<file path="src/rtl/aq_ifu_btb_assoc_if.sv">
// Lookup/training/control bundle between the IFU PC generator, branch resolution
// and the associative BTB.
interface aq_ifu_btb_assoc_if #(
  parameter int unsigned TAG_WIDTH = 16,
  parameter int unsigned TGT_WIDTH = 16
);
  logic                 cp0_ifu_btb_en;
  logic                 btb_inv_all;
  logic                 btb_rd_vld;
  logic [TAG_WIDTH-1:0] btb_rd_tag;
  logic                 btb_upd_vld;
  logic [TAG_WIDTH-1:0] btb_upd_tag;
  logic [TGT_WIDTH-1:0] btb_upd_tgt;
  logic                 btb_upd_taken;
  logic                 btb_rd_hit;
  logic                 btb_rd_taken;
  logic [TGT_WIDTH-1:0] btb_rd_tgt;
  logic                 btb_upd_hit;

  modport master (
    output cp0_ifu_btb_en, btb_inv_all,
    output btb_rd_vld, btb_rd_tag,
    output btb_upd_vld, btb_upd_tag, btb_upd_tgt, btb_upd_taken,
    input  btb_rd_hit, btb_rd_taken, btb_rd_tgt, btb_upd_hit
  );

  modport slave (
    input  cp0_ifu_btb_en, btb_inv_all,
    input  btb_rd_vld, btb_rd_tag,
    input  btb_upd_vld, btb_upd_tag, btb_upd_tgt, btb_upd_taken,
    output btb_rd_hit, btb_rd_taken, btb_rd_tgt, btb_upd_hit
  );
endinterface

</file>
<file path="src/rtl/aq_ifu_btb_assoc.sv">
// Fully associative BTB: registered lookup, hit-update / miss-allocate training
// with invalid-first then round-robin replacement, and single-cycle flush.
module aq_ifu_btb_assoc #(
  parameter int unsigned ENTRY_NUM = 8,
  parameter int unsigned TAG_WIDTH = 16,
  parameter int unsigned TGT_WIDTH = 16,
  parameter int unsigned CNT_WIDTH = 2,
  localparam int unsigned PTR_WIDTH = $clog2(ENTRY_NUM)
) (
  input  logic                forever_cpuclk,
  input  logic                cpurst_b,
  aq_ifu_btb_assoc_if.slave   btb
);

  localparam logic [CNT_WIDTH-1:0] CNT_WEAK_TAKEN = CNT_WIDTH'(1) << (CNT_WIDTH - 1);

  logic [ENTRY_NUM-1:0] valid_q, valid_d;
  logic [TAG_WIDTH-1:0] tag_q [ENTRY_NUM];
  logic [TAG_WIDTH-1:0] tag_d [ENTRY_NUM];
  logic [TGT_WIDTH-1:0] tgt_q [ENTRY_NUM];
  logic [TGT_WIDTH-1:0] tgt_d [ENTRY_NUM];
  logic [CNT_WIDTH-1:0] cnt_q [ENTRY_NUM];
  logic [CNT_WIDTH-1:0] cnt_d [ENTRY_NUM];
  logic [PTR_WIDTH-1:0] rr_ptr_q, rr_ptr_d;

  logic                 rd_hit_q, rd_hit_d;
  logic                 rd_taken_q, rd_taken_d;
  logic [TGT_WIDTH-1:0] rd_tgt_q, rd_tgt_d;
  logic                 upd_hit_q, upd_hit_d;

  logic [ENTRY_NUM-1:0] rd_match;
  logic [ENTRY_NUM-1:0] upd_match;
  logic                 rd_en;
  logic                 upd_hit_any;
  logic                 free_found;
  logic [PTR_WIDTH-1:0] free_idx;
  logic [PTR_WIDTH-1:0] victim_idx;
  logic                 alloc;

  always_comb begin
    rd_match  = '0;
    upd_match = '0;
    for (int unsigned i = 0; i < ENTRY_NUM; i++) begin
      rd_match[i]  = valid_q[i] && (tag_q[i] == btb.btb_rd_tag);
      upd_match[i] = valid_q[i] && (tag_q[i] == btb.btb_upd_tag);
    end
  end

  // Tags are unique, so at most one match bit is set and AND-OR muxing is exact.
  always_comb begin
    rd_en      = btb.btb_rd_vld && btb.cp0_ifu_btb_en;
    rd_hit_d   = rd_en && (|rd_match);
    rd_taken_d = 1'b0;
    rd_tgt_d   = '0;
    for (int unsigned i = 0; i < ENTRY_NUM; i++) begin
      if (rd_en && rd_match[i]) begin
        rd_taken_d = rd_taken_d | cnt_q[i][CNT_WIDTH-1];
        rd_tgt_d   = rd_tgt_d | tgt_q[i];
      end
    end
  end

  always_comb begin
    free_found = 1'b0;
    free_idx   = '0;
    for (int unsigned i = 0; i < ENTRY_NUM; i++) begin
      if (!valid_q[i] && !free_found) begin
        free_found = 1'b1;
        free_idx   = PTR_WIDTH'(i);
      end
    end
    victim_idx = free_found ? free_idx : rr_ptr_q;
  end

  always_comb begin
    upd_hit_any = |upd_match;
    alloc       = btb.btb_upd_vld && !btb.btb_inv_all && !upd_hit_any &&
                  btb.btb_upd_taken && btb.cp0_ifu_btb_en;
  end

  // Flush wins over training; hit training ignores the enable, allocation does not.
  always_comb begin
    valid_d   = valid_q;
    tag_d     = tag_q;
    tgt_d     = tgt_q;
    cnt_d     = cnt_q;
    rr_ptr_d  = rr_ptr_q;
    upd_hit_d = 1'b0;
    if (btb.btb_inv_all) begin
      valid_d  = '0;
      rr_ptr_d = '0;
    end else if (btb.btb_upd_vld && upd_hit_any) begin
      upd_hit_d = 1'b1;
      for (int unsigned i = 0; i < ENTRY_NUM; i++) begin
        if (upd_match[i]) begin
          if (btb.btb_upd_taken) begin
            tgt_d[i] = btb.btb_upd_tgt;
            if (cnt_q[i] != '1) begin
              cnt_d[i] = cnt_q[i] + CNT_WIDTH'(1);
            end
          end else if (cnt_q[i] != '0) begin
            cnt_d[i] = cnt_q[i] - CNT_WIDTH'(1);
          end
        end
      end
    end else if (alloc) begin
      for (int unsigned i = 0; i < ENTRY_NUM; i++) begin
        if (victim_idx == PTR_WIDTH'(i)) begin
          valid_d[i] = 1'b1;
          tag_d[i]   = btb.btb_upd_tag;
          tgt_d[i]   = btb.btb_upd_tgt;
          cnt_d[i]   = CNT_WEAK_TAKEN;
        end
      end
      if (!free_found) begin
        rr_ptr_d = rr_ptr_q + PTR_WIDTH'(1);
      end
    end
  end

  always_ff @(posedge forever_cpuclk or negedge cpurst_b) begin
    if (!cpurst_b) begin
      valid_q    <= '0;
      rr_ptr_q   <= '0;
      rd_hit_q   <= 1'b0;
      rd_taken_q <= 1'b0;
      rd_tgt_q   <= '0;
      upd_hit_q  <= 1'b0;
      for (int unsigned i = 0; i < ENTRY_NUM; i++) begin
        tag_q[i] <= '0;
        tgt_q[i] <= '0;
        cnt_q[i] <= '0;
      end
    end else begin
      valid_q    <= valid_d;
      rr_ptr_q   <= rr_ptr_d;
      rd_hit_q   <= rd_hit_d;
      rd_taken_q <= rd_taken_d;
      rd_tgt_q   <= rd_tgt_d;
      upd_hit_q  <= upd_hit_d;
      for (int unsigned i = 0; i < ENTRY_NUM; i++) begin
        tag_q[i] <= tag_d[i];
        tgt_q[i] <= tgt_d[i];
        cnt_q[i] <= cnt_d[i];
      end
    end
  end

  assign btb.btb_rd_hit   = rd_hit_q;
  assign btb.btb_rd_taken = rd_taken_q;
  assign btb.btb_rd_tgt   = rd_tgt_q;
  assign btb.btb_upd_hit  = upd_hit_q;

endmodule

</file>
<file path="src/flat_wrapper.sv">
// flat-port wrapper written by rule: the top's interface ports become plain ports
module aq_ifu_btb_assoc_flat 
#(
  parameter int unsigned ENTRY_NUM = 8,
  parameter int unsigned TAG_WIDTH = 16,
  parameter int unsigned TGT_WIDTH = 16,
  parameter int unsigned CNT_WIDTH = 2,
  localparam int unsigned PTR_WIDTH = $clog2(ENTRY_NUM)
)
  (forever_cpuclk, cpurst_b, btb_cp0_ifu_btb_en, btb_btb_inv_all, btb_btb_rd_vld, btb_btb_rd_tag, btb_btb_upd_vld, btb_btb_upd_tag, btb_btb_upd_tgt, btb_btb_upd_taken, btb_btb_rd_hit, btb_btb_rd_taken, btb_btb_rd_tgt, btb_btb_upd_hit);
  aq_ifu_btb_assoc_if #(.TAG_WIDTH(TAG_WIDTH), .TGT_WIDTH(TGT_WIDTH)) btb_i ();
  input  logic forever_cpuclk;
  input  logic cpurst_b;
  input wire logic [$bits(btb_i.cp0_ifu_btb_en)-1:0] btb_cp0_ifu_btb_en;
  input wire logic [$bits(btb_i.btb_inv_all)-1:0] btb_btb_inv_all;
  input wire logic [$bits(btb_i.btb_rd_vld)-1:0] btb_btb_rd_vld;
  input wire logic [$bits(btb_i.btb_rd_tag)-1:0] btb_btb_rd_tag;
  input wire logic [$bits(btb_i.btb_upd_vld)-1:0] btb_btb_upd_vld;
  input wire logic [$bits(btb_i.btb_upd_tag)-1:0] btb_btb_upd_tag;
  input wire logic [$bits(btb_i.btb_upd_tgt)-1:0] btb_btb_upd_tgt;
  input wire logic [$bits(btb_i.btb_upd_taken)-1:0] btb_btb_upd_taken;
  output wire logic [$bits(btb_i.btb_rd_hit)-1:0] btb_btb_rd_hit;
  output wire logic [$bits(btb_i.btb_rd_taken)-1:0] btb_btb_rd_taken;
  output wire logic [$bits(btb_i.btb_rd_tgt)-1:0] btb_btb_rd_tgt;
  output wire logic [$bits(btb_i.btb_upd_hit)-1:0] btb_btb_upd_hit;
  assign btb_i.cp0_ifu_btb_en = btb_cp0_ifu_btb_en;
  assign btb_i.btb_inv_all = btb_btb_inv_all;
  assign btb_i.btb_rd_vld = btb_btb_rd_vld;
  assign btb_i.btb_rd_tag = btb_btb_rd_tag;
  assign btb_i.btb_upd_vld = btb_btb_upd_vld;
  assign btb_i.btb_upd_tag = btb_btb_upd_tag;
  assign btb_i.btb_upd_tgt = btb_btb_upd_tgt;
  assign btb_i.btb_upd_taken = btb_btb_upd_taken;
  assign btb_btb_rd_hit = btb_i.btb_rd_hit;
  assign btb_btb_rd_taken = btb_i.btb_rd_taken;
  assign btb_btb_rd_tgt = btb_i.btb_rd_tgt;
  assign btb_btb_upd_hit = btb_i.btb_upd_hit;
  aq_ifu_btb_assoc #(.ENTRY_NUM(ENTRY_NUM), .TAG_WIDTH(TAG_WIDTH), .TGT_WIDTH(TGT_WIDTH), .CNT_WIDTH(CNT_WIDTH)) u_core (.forever_cpuclk(forever_cpuclk), .cpurst_b(cpurst_b), .btb(btb_i));
endmodule
</file>
<file path="config.mk">
export PLATFORM = sky130hd
export DESIGN_NAME = aq_ifu_btb_assoc_flat
export DESIGN_NICKNAME = d
export VERILOG_FILES = /design/src/rtl/aq_ifu_btb_assoc_if.sv /design/src/rtl/aq_ifu_btb_assoc.sv /design/src/flat_wrapper.sv
export SDC_FILE = /design/constraint.sdc
export NUM_CORES = 1
export LEC_CHECK = 0
export BUFFER_PORTS_ARGS = -buffer_cell sky130_fd_sc_hd__buf_2
export CAP_MARGIN = 25
export CORE_ASPECT_RATIO = 0.75
export CORE_MARGIN = 2
export CORE_UTILIZATION = 39
export DETAILED_ROUTE_END_ITERATION = 10
export PLACE_DENSITY = 0.62
export SYNTH_ARGS = -nofsm -noshare
export SYNTH_HDL_FRONTEND = slang
export SYNTH_SLANG_ARGS = --single-unit
</file>
<file path="constraint.sdc">
create_clock -name forever_cpuclk -period 3.1 [get_ports forever_cpuclk]
set_clock_uncertainty 0.15 [all_clocks]
set_input_delay 0.465 -clock forever_cpuclk [delete_from_list [all_inputs] [get_ports forever_cpuclk]]
set_output_delay 0.465 -clock forever_cpuclk [all_outputs]
set_load 0.01 [all_outputs]
</file>
==> metrics, run 1 <==
Final min period=between 3 and 4 ns; largest fanout on the critical path=8; GRT Util Overall=0.241; top_reg_cell synth=dfrtp_1; Slowest-stage cell, CP=or4_4; # Max-Cap Violations=0; outcome=complete, but fails checks; post-synthesis cell area=approximately 17,000 um2; TritonCTS clock tree=done; Post-Layout Inst Area=approximately 22,000 um2; Top delay family on crit path=simple AND/OR/NAND/NOR gates; H-tree depth=2; crit path cell chain=xor2_1 -> or4_4 -> or4_4 -> o22ai_4 -> or4_4 -> buf_6 -> nor2_4 -> buf_12 -> nand2_8 -> clkbuf_16 -> mux2_2; Max clock buf depth=3; Area after DPL=between 20,000 and 25,000 um2; vias after detailed routing=12,976; Setup violations, final=257; fin nets=~1,800; total chip power=roughly 10 mW; Ports=between 70 and 80; initial antenna violation count=1; Setup WS post-layout=-0.216 ns; Area growth, synth to finish=35.9%; Most Frequent Cell on Critical Path=or4_4; Worst EP arrival=~3.6 ns; 1st-pass router iterations=5; post-route ant nets=0; unrepaired setup endpoints after global routing=yes; # fillers=between 3,000 and 4,000; Fmax=between 0.3 and 0.4 GHz; Final Cycle Share=1.07; largest net degree at the start of global routing=76; DR iter-0 viols=approximately 1,200; syn_area_per_cell=between 10 and 15 um2; final count of pins violating max slew=0; Seq cells post-synth=302; clock sink count=just over 300; Worst setup SP type=flop; CP bufs+invs=3; Site Rows=65; Ys Warns=0; Pleak=10.5 nW; Setup CP Type=reg -> reg; Slew @ Worst Pin=just under 0.7 ns; Root Driver=clkbuf_16; clk slew on worst S/H paths=approximately 0.060 ns; Final Hold Viols=0; relative slew slack=0.540; global-route wire length before repair=around 81,000 um; die area=approximately 44,000 um2; part of the Yosys area used for sequential elements=0.457; Initial Util=0.394; final HPWL from detailed placement=around 38,000 um; Post-synth ARST share=1.00; Final GP Congestion=around 0.9; Clk Latency, worst-skew pair=approximately 0.55 ns; Synth Instances=around 1,400; Unique masters post-synth=68; port buffer count=between 70 and 80; Total Wirelength=roughly 55,000 um; cell area power density=about 460 nW/um2; failing checks=negative setup slack; post-synth net total=approximately 1,400; GRT Residual Overflow=0; die height=~180 um; VDD IR-drop max=between 0.4 and 0.5 mV; hold crit path type=in -> reg; Die Width=around 240 um; Post-synth EDFFs=0; vias in the first global route=between 10,000 and 15,000; Vias per Instance=approximately 5.5; Largest stage delay, worst path=roughly 0.54 ns; core box area=41,900 um2; WL per Instance=23.4 um; drt drc=0; clock buffer count from CTS=35; layout cells sized above 1=0.446; Worst EP required=approximately 3.4 ns; Worst Setup End Kind=flop
==> flip-flops by register name, indices dropped and copies added, names as in the netlist <==
signal                   count
u_core.tag_q               128
u_core.btb.btb_rd_tgt       16
u_core.rr_ptr_q              3
u_core.valid_q               8
u_core.btb.btb_upd_hit       1
u_core.cnt_q                16
u_core.tgt_q               128
u_core.btb.btb_rd_hit        1
u_core.btb.btb_rd_taken      1
==> cells in the mapped netlist, types with 8 or more instances <==
master / n / area share
nor3b_1: 9 / 0.0041
buf_2: 37 / 0.011
nor3_1: 16 / 0.0048
or4_1: 13 / 0.0059
o21ai_0: 15 / 0.0045
nor2_1: 42 / 0.0095
clkbuf_1: 31 / 0.0070
nand4_1: 67 / 0.025
mux2_2: 186 / 0.13
nor4_1: 13 / 0.0049
xor2_1: 26 / 0.014
nand2_2: 8 / 0.0030
a22o_1: 17 / 0.0090
a21oi_1: 13 / 0.0039
inv_1: 21 / 0.0048
a221oi_1: 17 / 0.0090
a22oi_1: 36 / 0.016
dfrtp_1: 302 / 0.46
mux2_4: 70 / 0.064
nand2_1: 33 / 0.0075
buf_4: 8 / 0.0036
xnor2_1: 235 / 0.12
nand3_1: 68 / 0.021
buf_6: 8 / 0.0055
==> repair_timing <==
action                                  4_1_cts  5_1_grt
pin swaps                                     5       12
hold buffers                                  1        0
buffers inserted                              7       10
gates cloned                                  4       14
resized for setup                            68       51
endpoints found under the hold margin        70        0
endpoints found under the setup margin      270      280
==> area by class of cell <==
type / count / area (um2) / area share
well taps: 569 / 712 / 0.0317
flip-flops and latches: 302 / 7560 / 0.337
multi-input cells: 982 / 8970 / 0.400
diodes: 1 / 2.50 / 0.000111
inverters: 21 / 78.8 / 0.00351
clock buffers: 51 / 1050 / 0.0466
repair buffers: 426 / 3860 / 0.172
clock inverters: 13 / 215 / 0.00959
==> worst reg2reg max path, cell delays in order, from the launching register on <==
cell and delay (ns):
dfrtp_1 0.40, xor2_1 0.25, or4_4 0.54, or4_4 0.46
o22ai_4 0.23, or4_4 0.21, buf_6 0.11, nor2_4 0.05
buf_12 0.17, nand2_8 0.13, clkbuf_16 0.18, mux2_2 0.33
==> metrics by stage <==
step                cells   util  hold WS, ns  setup TNS (ns)  worst slack [ns]
finish               2365  0.536        0.124          -41.09            -0.216
global route         2364  0.536        0.118          -56.15            -0.264
CTS                  2340  0.520       0.0987          -31.38            -0.167
detailed placement   2265  0.480        0.344         -157.02            -0.645
global placement     2265  0.480        0.336         -163.17            -0.674
floorplan            1392      -       0.0194          -15.48            -0.229
==> kinds of logic after synthesis <==
family / synth area share
simple gates: 0.102
buf+inv: 0.0360
compound gates: 0.0739
fa+ha+maj: 0.000757
xor+xnor: 0.138
mux: 0.191
flops: 0.457
==> worst paths after layout <==
path / start / end / slack [ns] / cells past startpoint
worst max-delay path: u_core.tag_q[47] / u_core.tag_q[39] / -0.22 / 11
max in group asynchronous: cpurst_b / u_core.tag_q[60] / 1.53 / 3
worst max register to register: u_core.tag_q[47] / u_core.tag_q[39] / -0.22 / 11
worst min register to register: u_core.tgt_q[19] / u_core.tgt_q[19] / 0.36 / 1
worst min-delay path: btb_btb_upd_tgt[12] / u_core.tgt_q[124] / 0.12 / 2
min in group asynchronous: cpurst_b / u_core.tag_q[78] / 0.35 / 2
==> cell usage in the layout (no fill, tap or decap), types with 42 or more instances in the layout <==
master and instances:
dfrtp_1 299, nand3_1 68, nor2_1 42, buf_2 72
mux2_2 116, xnor2_1 226, clkbuf_16 50, nand4_1 67
buf_4 288, mux2_4 140
==> metal layers <==
layer	vias up	share of wire	global-route usage	wire length, um
met2	490	0.44	0.363	24400
met5	-	0.00023	0	13
li1	5792	-	-	-
met4	2	0.020	0.0602	1090
met3	89	0.082	0.0569	4530
met1	6603	0.46	0.349	25300
==> where the power goes <==
part	internal, mW	switching [mW]	total [mW]	leakage, nW
Clock	2.71	1.78	4.49	0.617
Sequential	4.13	0.152	4.28	4.11
Combinational	0.755	0.700	1.45	5.72
Total	7.59	2.63	10.2	10.5
(Power assumes the default switching activity.)
==> inputs of run 2 (changes only) <==
--- a/config.mk
+++ b/config.mk
@@ -10,8 +10,10 @@
 export CORE_ASPECT_RATIO = 0.75
 export CORE_MARGIN = 2
 export CORE_UTILIZATION = 39
+export CTS_CLUSTER_DIAMETER = 200
 export DETAILED_ROUTE_END_ITERATION = 10
-export PLACE_DENSITY = 0.62
+export MAX_ROUTING_LAYER = met4
+export PLACE_DENSITY_LB_ADDON = 0.12
 export SYNTH_ARGS = -nofsm -noshare
 export SYNTH_HDL_FRONTEND = slang
 export SYNTH_SLANG_ARGS = --single-unit
==> run 2 against run 1 <==
The run still ends with negative setup slack left. Register-to-register slack is essentially flat. Flip-flop and latch count did not move. Total power grew 3.9%. Critical path depth is the same. Final cell count grew 1.3%. Hold slack gained 0.013 ns. First-iteration DRC count rose by 0.34%. Sequential share of layout area down 0.99 points. Routed wire length is 6.8% higher. Sequential power hardly changed. Combinational power up 8%. Highest routed layer is now met4.
==> metrics, run 2 (same netlist as run 1, synthesis figures left out) <==
outcome=complete, but fails checks; failing checks=negative setup slack; final hold slack=roughly 0.14 ns; switch share=0.254; Ports=74; Total Wirelength=59,100 um; most frequent cells in the layout=303 x buf_4, 302 x dfrtp_1, 229 x xnor2_1, 205 x mux2_4, 72 x buf_2; WL per Instance=~25 um; Worst Setup End Kind=flop; FF+latch area=approximately 7600 um2; Setup violations, final=~280; Comb pwr share=0.148; Reg-to-Reg Start=u_core.tag_q[26]; clock buffer count from CTS=36; GRT Util Overall=0.262; final core utilization=0.552; P_int=between 7 and 8 mW; TritonCTS clock tree=done; Max clock buf depth=3; vias after detailed routing=between 10,000 and 15,000; vias in the first global route=between 10,000 and 15,000; Sw Pwr=roughly 2.7 mW; r2r worst-path depth=11; final HPWL from detailed placement=about 38,000 um; Flop pwr share=0.402; # fillers=between 3,000 and 4,000; drt drc=0; Area growth, synth to finish=39.9%; H-tree depth=2; Site Rows=65; clock sink count=~300; die area=44,000 um2; most common cell after layout, fill and taps aside=buf_4; Setup crit end=u_core.tgt_q[58]; Setup WS post-layout=-0.229 ns; Worst EP arrival=3.58 ns; Post-Layout Inst Area=23,100 um2; port buffer count=73; fin nets=between 1,500 and 2,000; unrepaired setup endpoints after global routing=yes; core box area=between 40,000 and 50,000 um2; Area after DPL=between 20,000 and 25,000 um2; setup TNS=-42.58 ns; clk slew on worst S/H paths=around 0.060 ns; Pleak=10.9 nW; Top Registers=u_core.tag_q x128, u_core.tgt_q x128; Vias per Instance=~5.4; Fmax=roughly 0.3 GHz; Final Hold Viols=0; hold crit path type=in -> reg; FF-to-FF End=u_core.tgt_q[58]; initial antenna violation count=1; die height=~180 um; largest fanout on the critical path=8; reg-to-reg setup timing slack=-0.23 ns; Clk Latency, worst-skew pair=~0.55 ns; relative slew slack=0.330; Initial Util=0.394; DR iter-0 viols=about 1,200; grt met3 use=0.0529; # Max-Cap Violations=0; Worst EP required=3.36 ns; cell area power density=roughly 460 nW/um2; VDD IR-drop max=about 0.39 mV; grt peak-use layer=met1; Root Driver=clkbuf_16; GR Layer Usage met2=0.365; met1 usage in global routing=0.394; Setup CP Type=reg -> reg; Final min period=3.33 ns; layout cells sized above 1=0.462; footprint of the multi-input gates=just over 9000 um2; HP Start=btb_btb_upd_tgt[1]; GRT Residual Overflow=0; 1st-pass router iterations=5; Final GP Congestion=just under 0.9; Die Width=242 um; final count of pins violating max slew=0; Worst setup SP type=flop; Critical path origin=u_core.tag_q[26]; post-route ant nets=0; Final Cycle Share=1.07; global-route wire length before repair=around 84,000 um; largest net degree at the start of global routing=80; Clk network pwr share=0.450; Slew @ Worst Pin=0.997 ns; hold path cells=2
[run 2: worst min path at each step]
stage / endpoint / slack (ns)
after floorplan: u_core.btb.btb_rd_hit / 0.02
after global placement: u_core.tag_q[69] / 0.30
after detailed placement: u_core.tag_q[69] / 0.31
after CTS: u_core.tgt_q[49] / 0.11
after global routing: u_core.tgt_q[18] / 0.13
final: u_core.tgt_q[49] / 0.14
[run 2: routing by layer]
layer  vias to the layer above  wire [um]
met5                         -          0
met4                         0       1040
met3                        79       4660
met2                       443      24200
met1                      6664      29200
li1                       5855          -
[run 2: cell type report]
class	count	share of cell area
Multi-Input combinational cell	982	0.400
Sequential cell	302	0.327
Timing Repair Buffer	454	0.181
Clock buffer	46	0.0450
Tap cell	569	0.0308
Clock inverter	19	0.0125
Inverter	21	0.00341
Antenna cell	2	0.000217
[run 2: critical path, cell delays in order, from the launching register on]
cell,delay (ns)
dfrtp_1,0.39
xnor2_1,0.28
nand4_1,0.21
or4_1,0.60
o22ai_2,0.33
buf_4,0.19
o41ai_4,0.08
buf_12,0.18
nand2_1,0.07
a21o_4,0.19
buf_12,0.16
mux2_2,0.34
[run 2: per-stage QoR]
step,power [mW],worst slack [ns],cells
2_1_floorplan,5.05,-0.229,1392
3_3_place_gp,5.76,-0.803,2286
3_5_place_dp,5.78,-0.859,2286
4_1_cts,10.6,-0.241,2367
5_1_grt,11.0,-0.286,2394
6_report,10.6,-0.229,2395
[run 2: power groups by stage]
stage	Combinational [mW]	Clock, mW	Sequential (mW)
after floorplan	0.734	0	4.32
after global placement	1.43	0	4.33
after detailed placement	1.45	0	4.33
after CTS	1.46	4.86	4.26
after global routing	1.67	5.04	4.29
final	1.57	4.78	4.27
[run 2: repair_timing]
item                                   4_1_cts  5_1_grt
endpoints found under the hold margin       50        0
pin swaps                                   10       17
gates resized for setup                     29      172
hold buffers                                 1        0
setup endpoints to repair                  279      280
buffers inserted                             9       10
gates cloned                                 6       18
==> inputs of run 3 (changes only) <==
--- a/config.mk
+++ b/config.mk
@@ -7,6 +7,8 @@
 export LEC_CHECK = 0
 export BUFFER_PORTS_ARGS = -buffer_cell sky130_fd_sc_hd__buf_2
 export CAP_MARGIN = 25
+export CELL_PAD_IN_SITES_DETAIL_PLACEMENT = 1
+export CELL_PAD_IN_SITES_GLOBAL_PLACEMENT = 1
 export CORE_ASPECT_RATIO = 0.75
 export CORE_MARGIN = 2
 export CORE_UTILIZATION = 39
==> run 3 against run 2 <==
The run still ends with negative setup slack left. Final cell count rose by 0.50%. Clock-buffer cell count rose by 5. Clock power fell by 9.8%. Critical path depth fell by 1. Critical path type unchanged. Sequential share of layout area fell by 0.20 points. Largest cell class unchanged. Hold slack got worse by 0.013 ns.
==> metrics, run 3 (same netlist as run 1, synthesis figures left out) <==
outcome=complete, but fails checks; failing checks=negative setup slack; Clk Latency, worst-skew pair=between 0.5 and 0.6 ns; Site Rows=65; final HPWL from detailed placement=roughly 43,000 um; Root Driver=clkbuf_16; fin nets=around 1,900; Area growth, synth to finish=40.8%; 1st-pass router iterations=5; final count of pins violating max slew=0; vias in the first global route=between 10,000 and 15,000; Final min period=approximately 3.3 ns; # fillers=4,278; Top Registers=u_core.tag_q x128, u_core.tgt_q x128; die area=roughly 44,000 um2; Top delay family on crit path=simple AND/OR/NAND/NOR gates; GRT Util Overall=0.287; Setup violations, final=around 270; layout cells sized above 1=0.470; H-tree depth=2; core box area=41,900 um2; GRT Residual Overflow=0; Final Hold Viols=0; reg-to-reg setup timing slack=-0.20 ns; Slowest-stage cell, CP=or4_4; Final Cycle Share=1.06; Worst Setup End Kind=flop; most common cell after layout, fill and taps aside=buf_4; clock sink count=302; crit path cell chain=xor2_1 -> or4_4 -> or4_4 -> o22ai_4 -> or4_4 -> buf_6 -> o21ai_4 -> a21o_4 -> clkbuf_16 -> mux2_4; Fmax=between 0.3 and 0.4 GHz; Die Width=approximately 240 um; Final GP Congestion=about 0.92; total chip power=roughly 10 mW; dpl ws=-0.768 ns; initial antenna violation count=1; most frequent cells in the layout=316 x buf_4, 302 x dfrtp_1, 224 x xnor2_1, 223 x mux2_4, 72 x buf_2; global-route wire length before repair=around 90,000 um; Vias per Instance=roughly 5.6; Slew @ Worst Pin=~0.61 ns; Setup CP Type=reg -> reg; unrepaired setup endpoints after global routing=yes; largest fanout on the critical path=8; Worst EP required=3.37 ns; Pleak=10.9 nW; Largest stage delay, worst path=around 0.56 ns; footprint of the multi-input gates=around 9500 um2; WL per Instance=around 27 um; Total Wirelength=between 60,000 and 70,000 um; VDD IR-drop max=0.478 mV; cell area power density=441 nW/um2; Initial Util=0.394; drt drc=0; clk slew on worst S/H paths=around 0.060 ns; largest net degree at the start of global routing=76; post-route ant nets=0; Max clock buf depth=3; DR iter-0 viols=about 1,000; Ports=74; CP bufs+invs=2; Most Frequent Cell on Critical Path=or4_4; FF+latch area=~7600 um2; port buffer count=73; hold crit path type=in -> reg; relative slew slack=0.594; Worst setup SP type=flop; # Max-Cap Violations=0; TritonCTS clock tree=done; Setup WS post-layout=-0.199 ns; clock buffer count from CTS=35; Worst EP arrival=~3.6 ns; vias after detailed routing=between 10,000 and 15,000; final core utilization=0.555; die height=about 180 um
## run 3: power breakdown
group          internal, mW  switching (mW)
Sequential             4.13           0.152
Combinational         0.855           0.802
Clock                  2.48            1.83
## run 3: layer usage
layer / GRT usage / up-vias / share of wire
met2: 0.418 / 356 / 0.43
met4: 0.0728 / 0 / 0.020
li1: - / 5864 / -
met1: 0.414 / 7117 / 0.49
met3: 0.0494 / 80 / 0.057
met5: - / - / 0
## run 3: per-stage QoR
step | TNS [ns] | std cells | cell area [um2] | hold WS, ns
finish | -39.92 | 2407 | 23300 | 0.124
global route | -48.38 | 2407 | 23300 | 0.129
CTS | -32.74 | 2373 | 22300 | 0.100
detailed placement | -187.38 | 2292 | 20300 | 0.326
global placement | -180.48 | 2292 | 20300 | 0.319
floorplan | -15.48 | 1392 | 16900 | 0.0194
## run 3: path summary, 6_finish.rpt
kind,to,start,cells past startpoint
max,u_core.tgt_q[50],u_core.tag_q[45],10
min,u_core.tgt_q[54],btb_btb_upd_tgt[6],2
max reg2reg,u_core.tgt_q[50],u_core.tag_q[45],10
min reg2reg,u_core.tgt_q[61],u_core.tgt_q[61],1
max in group asynchronous,u_core.tag_q[44],cpurst_b,3
min in group asynchronous,u_core.tag_q[74],cpurst_b,2
## run 3: area by class of cell
| type | instances | share of cell area |
|---|---|---|
| antenna | 1 | 0.000108 |
| clock buffer | 51 | 0.0437 |
| clock inverter | 12 | 0.00656 |
| inverter | 21 | 0.00339 |
| multi-input combinational | 984 | 0.407 |
| sequential | 302 | 0.325 |
| tap | 569 | 0.0306 |
| timing repair buffer | 467 | 0.184 |
## run 3: worst reg2reg max path, delay by kind of cell (launching register included)
kind | cells | cell delay, ns
xor gates and xnor gates | 1 | 0.19
DFF | 1 | 0.40
buffers and inverters | 2 | 0.29
AOI/OAI and AO/OA | 3 | 0.58
muxes | 1 | 0.30
and+or+nand+nor | 3 | 1.25
## run 3: timing repair
action,in CTS,in global routing
endpoints found under the setup margin,281,276
hold buffers,1,0
endpoints found under the hold margin,55,0
pin swaps,12,34
gates resized for setup,130,109
buffers inserted,13,21
gates cloned,5,16
